## config.mk

```make
export PLATFORM = sky130hd
export DESIGN_NAME = lcd_timing_ctrl
export DESIGN_NICKNAME = d
export VERILOG_FILES = /design/src/rtl/lcd_timing_ctrl.sv
export SDC_FILE = /design/constraint.sdc
export NUM_CORES = 1
export LEC_CHECK = 0
export CAP_MARGIN = 20
export CORE_AREA = 8 8 62 90
export CTS_BUF_LIST = sky130_fd_sc_hd__clkbuf_4 sky130_fd_sc_hd__clkbuf_8
export CTS_CLUSTER_SIZE = 14
export DETAILED_ROUTE_END_ITERATION = 8
export DIE_AREA = 0 0 70 98
export GPL_ROUTABILITY_DRIVEN = 0
export HOLD_SLACK_MARGIN = 0.15
export PLACE_DENSITY = 0.9
export SLEW_MARGIN = 20
export SYNTH_ARGS = -nofsm -noshare
export SYNTH_HDL_FRONTEND = slang
export SYNTH_SLANG_ARGS = --single-unit
```

## constraint.sdc

```tcl
create_clock -name clk -period 4.6 [get_ports clk]
set_input_delay 0.92 -clock clk [delete_from_list [all_inputs] [get_ports clk]]
set_output_delay 0.92 -clock clk [all_outputs]
set_load 0.005 [all_outputs]
```

## src/rtl/lcd_timing_ctrl.sv

```systemverilog
// ============================================================================
// Module   : lcd_timing_ctrl
// Brief    : RGB565 parallel LCD scan timing, pixel request coordinates,
//            panel strobes and delayed backlight enable.
// Revision : 1.0 - initial release
// ============================================================================
`default_nettype none

module lcd_timing_ctrl #(
  parameter int H_SYNC   = 41,
  parameter int H_BACK   = 2,
  parameter int H_DISP   = 480,
  parameter int H_FRONT  = 2,
  parameter int V_SYNC   = 10,
  parameter int V_BACK   = 2,
  parameter int V_DISP   = 272,
  parameter int V_FRONT  = 2,
  parameter int BL_DELAY = 2
) (
  input  logic        clk,
  input  logic        rst,
  input  logic        en,
  input  logic [15:0] pixel_data,
  output logic [10:0] pixel_xpos,
  output logic [10:0] pixel_ypos,
  output logic        lcd_hs,
  output logic        lcd_vs,
  output logic        lcd_de,
  output logic [15:0] lcd_rgb,
  output logic        lcd_bl,
  output logic        frame_start,
  output logic        busy
);

  localparam int H_TOTAL = H_SYNC + H_BACK + H_DISP + H_FRONT;
  localparam int V_TOTAL = V_SYNC + V_BACK + V_DISP + V_FRONT;

  localparam logic [10:0] C_H_SYNC      = 11'(H_SYNC);
  localparam logic [10:0] C_V_SYNC      = 11'(V_SYNC);
  localparam logic [10:0] C_H_ACT_START = 11'(H_SYNC + H_BACK);
  localparam logic [10:0] C_H_ACT_END   = 11'(H_SYNC + H_BACK + H_DISP);
  localparam logic [10:0] C_V_ACT_START = 11'(V_SYNC + V_BACK);
  localparam logic [10:0] C_V_ACT_END   = 11'(V_SYNC + V_BACK + V_DISP);
  localparam logic [10:0] C_H_LAST      = 11'(H_TOTAL - 1);
  localparam logic [10:0] C_V_LAST      = 11'(V_TOTAL - 1);
  localparam logic [2:0]  C_BL_DELAY    = 3'(BL_DELAY);
  localparam logic [2:0]  C_FRAME_SAT   = 3'd7;

  typedef enum logic [0:0] {
    ST_IDLE = 1'b0,
    ST_RUN  = 1'b1
  } state_t;

  state_t      r_state;
  state_t      w_next_state;
  logic [10:0] r_h_cnt;
  logic [10:0] r_v_cnt;
  logic [2:0]  r_frame_cnt;
  logic [2:0]  w_frame_cnt_next;
  logic        w_run;
  logic        w_h_end;
  logic        w_frame_end;
  logic        w_req;

  assign w_run       = (r_state == ST_RUN);
  assign w_h_end     = (r_h_cnt == C_H_LAST);
  assign w_frame_end = w_run && w_h_end && (r_v_cnt == C_V_LAST);
  assign w_req       = w_run
                     && (r_h_cnt >= C_H_ACT_START) && (r_h_cnt < C_H_ACT_END)
                     && (r_v_cnt >= C_V_ACT_START) && (r_v_cnt < C_V_ACT_END);

  // Coordinates lead lcd_de by one clock to cover the generator's register stage.
  assign pixel_xpos = w_req ? (r_h_cnt - C_H_ACT_START + 11'd1) : '0;
  assign pixel_ypos = w_req ? (r_v_cnt - C_V_ACT_START + 11'd1) : '0;
  assign lcd_rgb    = lcd_de ? pixel_data : '0;

  always_comb begin
    w_next_state = r_state;
    case (r_state)
      ST_IDLE: if (en)                 w_next_state = ST_RUN;
      ST_RUN:  if (w_frame_end && !en) w_next_state = ST_IDLE;
      default:                         w_next_state = ST_IDLE;
    endcase
  end

  always_comb begin
    w_frame_cnt_next = r_frame_cnt;
    if (w_next_state == ST_IDLE)
      w_frame_cnt_next = '0;
    else if (w_frame_end && (r_frame_cnt != C_FRAME_SAT))
      w_frame_cnt_next = r_frame_cnt + 3'd1;
  end

  always_ff @(posedge clk) begin
    if (rst) begin
      r_state     <= ST_IDLE;
      r_h_cnt     <= '0;
      r_v_cnt     <= '0;
      r_frame_cnt <= '0;
      lcd_hs      <= 1'b1;
      lcd_vs      <= 1'b1;
      lcd_de      <= 1'b0;
      lcd_bl      <= 1'b0;
      frame_start <= 1'b0;
      busy        <= 1'b0;
    end else begin
      r_state     <= w_next_state;
      busy        <= (w_next_state == ST_RUN);
      r_frame_cnt <= w_frame_cnt_next;
      // Backlight follows the next-state count so BL_DELAY=0 lights on the first RUN clock.
      lcd_bl      <= (w_next_state == ST_RUN) && (w_frame_cnt_next >= C_BL_DELAY);

      if (w_run && !w_frame_end) begin
        if (w_h_end) begin
          r_h_cnt <= '0;
          r_v_cnt <= r_v_cnt + 11'd1;
        end else begin
          r_h_cnt <= r_h_cnt + 11'd1;
        end
      end else begin
        r_h_cnt <= '0;
        r_v_cnt <= '0;
      end

      lcd_hs      <= !(w_run && (r_h_cnt < C_H_SYNC));
      lcd_vs      <= !(w_run && (r_v_cnt < C_V_SYNC));
      lcd_de      <= w_req;
      frame_start <= w_run && (r_h_cnt == '0) && (r_v_cnt == '0);
    end
  end

endmodule

`default_nettype wire

```

==> qor.yml <==
route:
  via_count: 2198
  avgRoutedWirePerCell_um: 15.6
  drt-pass1-iter-count: 5
  drcViolationCount: 0
  initialDrtViolationCount: 65
  ant_nets: 0
  vias_per_cell: 5.96
  drt_wl_total_um: 5770
sta:
  setup_viol: 0
  setup_tns_ps: 0
  period_share: 0.850
  worstMarginPinSlew_ps: 756
  finalHoldViolations: 0
  finalCriticalPeriod_ps: 3910
  fmax_ghz: 0.256
  clock_skew_ps: 5.36
  whs_ps: 504
  slew_viol_final: 0
  grt_setup_unrepaired: "no"
  relSlewSlack: 0.496
yosys:
  synth_top_area_frac: 0.288
  yosysWarnings: 0
  synth.area.top_cells: "dfxtp_1, ha_1, and2_1, xnor2_1, nor3_1"
  synth-seq-area-share: 0.288
  syn_inst: 274
  synth.cell_area_um2: 2160
  async_flop_share: 0
  ys_ff_latch: 31
  synth_cell_type_count: 45
  synthFlopType: "dfxtp_1"
  synth_edf_count: 0
  synth_top_area_cell: "dfxtp_1"
  avgSynthCellArea_um2: 7.88
cells_and_area:
  nets: 350
  syn2layout_area_growth_pct: 30.7
  diodes: 0
  drive_gt1_frac: 0.0561
  stdcell_count: 369
  fillerInstances: 369
setup_path:
  r2r_cells: 4
  crit_required_ps: 3680
  rr_startpoint: "r_v_cnt[6]$_SDFFE_PP0N_"
  start_kind: "flip-flop"
  reg2reg_slack_ps: 2060
  worstPathMaxFanout: 13
  cp-end-kind: "output pin"
  timing.rr.end: "r_frame_cnt[0]$_SDFF_PP0_"
  criticalPathCategory: "flip-flop to output pin"
  critPathArrivalTime_ps: 2990
clock_network:
  cts_hold_buf: 0
  clkTransAtPathRegs_ps: 60
  cts-root-buf: "clkbuf_8"
  ctsResizeCount: 0
  numClockSinks: 31
  worstSkewPairLatency_ps: 290
  clock_tree.buffer_depth: 2
  tritoncts: "done"
  cts_made_buffers: 5
  postCtsSetupBuffers: 0
  htree_levels: 2
status:
  status: "finished clean"
hold_path:
  worstHoldStart: "r_v_cnt[10]$_SDFFE_PP0N_"
  whs_path_depth: 2
  hold_class: "flip-flop to flip-flop"
  min_to: "r_v_cnt[10]$_SDFFE_PP0N_"
floorplan:
  die-area_um2: 6860
  io_pins: 63
  die_h_um: 98
  core_area_um2: 4350
  initial_utilization: 0.496
  die_w_um: 70
  rows: 30
place:
  dp_hpwl_um: 4230
  dpl.cell_count: 361
  port_buffers: 60
run:
  drv_cap: 0
grt:
  grt_pass1_wl_um: 9830
  grt_pass1_vias: 2096
  grt_util_all_layers: 0.167
  antenna_found_initial: 0
  grt_max_degree: 22
  overflow: 0
pwr:
  power_density_nw_per_um2: 197
  ir_worst_vdd_mv: 0.206
  leakagePower_nw: 1.01
  power.total_uw: 555
-- registers in the layout (all words and copies together) (netlist names) --
| name | flops |
|---|---|
| lcd_bl | 1 |
| lcd_hs | 1 |
| r_h_cnt | 11 |
| r_state | 1 |
| lcd_vs | 1 |
| frame_start | 1 |
| lcd_de | 1 |
| r_v_cnt | 11 |
| r_frame_cnt | 3 |
-- layer usage --
layer	track usage	wire, µm	part of all wire
met5	0	0	0
met4	0.0699	67	0.012
met3	0.0579	411	0.071
met2	0.283	2860	0.50
met1	0.182	2430	0.42
-- final cells by class --
class | instances | area [µm²] | share of cell area
multi-input combinational | 211 | 1390 | 0.493
sequential | 31 | 621 | 0.220
timing repair buffer | 61 | 608 | 0.216
clock buffer | 8 | 104 | 0.0368
tap | 48 | 60.1 | 0.0213
inverter | 10 | 37.5 | 0.0133
-- worst max-delay path: stages, from the launching register on --
cell and delay, ps:
dfxtp_1 500, inv_1 140, ha_1 220, a21o_1 160
a211oi_1 230, o22ai_1 280, buf_4 290, nor4_1 320
clkdlybuf4s50_1 570
-- per-stage QoR --
stage,utilization,setup WS (ps),area (µm²)
5_1_grt,0.648,449,2820
3_5_place_dp,0.624,1060,2720
4_1_cts,0.648,725,2820
2_1_floorplan,-,1810,2160
3_3_place_gp,0.624,1150,2720
6_report,0.648,691,2820
-- placed cells by master, fill, tap and decap left out, types with 2 or more instances in the layout --
master           Yosys  routed
nor2_1              19      19
inv_1               10      10
ha_1                11      11
or4_4                3       3
nor2b_1              3       3
o21ai_0             11      11
nand4bb_1            2       2
nor3b_1              2       2
dfxtp_1             31      31
nand4b_1             3       3
a22oi_1              3       3
a211oi_1             6       6
a21oi_2              2       2
conb_1               1       2
nand4_1              3       3
nand2b_1             2       2
xor2_1               8       8
a21o_1               2       2
or4_1               10      10
or3_1               10      10
o31ai_1              7       7
a21oi_1             12      12
nor3_1              17      17
clkdlybuf4s50_1      0      60
nor4_1               4       4
xnor2_1             10      10
clkbuf_8             0       7
o21a_1               5       5
nand3_1              7       7
and2_1              16      16
nand2_1             16      16
and3_1               4       4
-- power breakdown --
| group | leakage, nW | internal (mW) | switching, mW |
|---|---|---|---|
| clock network | 0.0549 | 0.142 | 0.101 |
| registers | 0.251 | 0.272 | 0.00314 |
| logic | 0.703 | 0.0221 | 0.0150 |
-- worst max path at each step --
stage          cells after the start                     from       endpoint  slack (ps)
6_report                           8    r_h_cnt[2]$_SDFF_PP0_  pixel_xpos[3]         690
5_1_grt                            8    r_h_cnt[2]$_SDFF_PP0_  pixel_xpos[3]         450
4_1_cts                            8    r_h_cnt[2]$_SDFF_PP0_  pixel_xpos[3]         720
3_5_place_dp                       8    r_h_cnt[2]$_SDFF_PP0_  pixel_xpos[3]        1060
3_3_place_gp                       5  r_v_cnt[6]$_SDFFE_PP0N_  pixel_xpos[5]        1150
2_1_floorplan                      8    r_h_cnt[2]$_SDFF_PP0_  pixel_xpos[5]        1810
-- synth_stat cells, types with 6 or more instances --
cell / number
nand3_1: 7
dfxtp_1: 31
xor2_1: 8
a21oi_1: 12
o21ai_0: 11
clkbuf_1: 16
or3_1: 10
and2_1: 16
nor3_1: 17
xnor2_1: 10
or4_1: 10
a211oi_1: 6
nand2_1: 16
inv_1: 10
nor2_1: 19
o31ai_1: 7
ha_1: 11
-- cell families (layout without fill, tap and decap cells) --
group	Yosys count	in the layout	share of synthesized area
AO/OA/AOI/OAI	52	52	0.158
XOR/XNOR	18	18	0.0730
adder cells (fa/ha/maj)	11	11	0.0638
buffers and inverters	33	79	0.0696
flip-flops	31	31	0.288
multiplexers	1	1	0.00464
other	1	2	0.00174
AND/OR/NAND/NOR	127	127	0.342
Note: power is estimated with default switching activity, not from simulation.
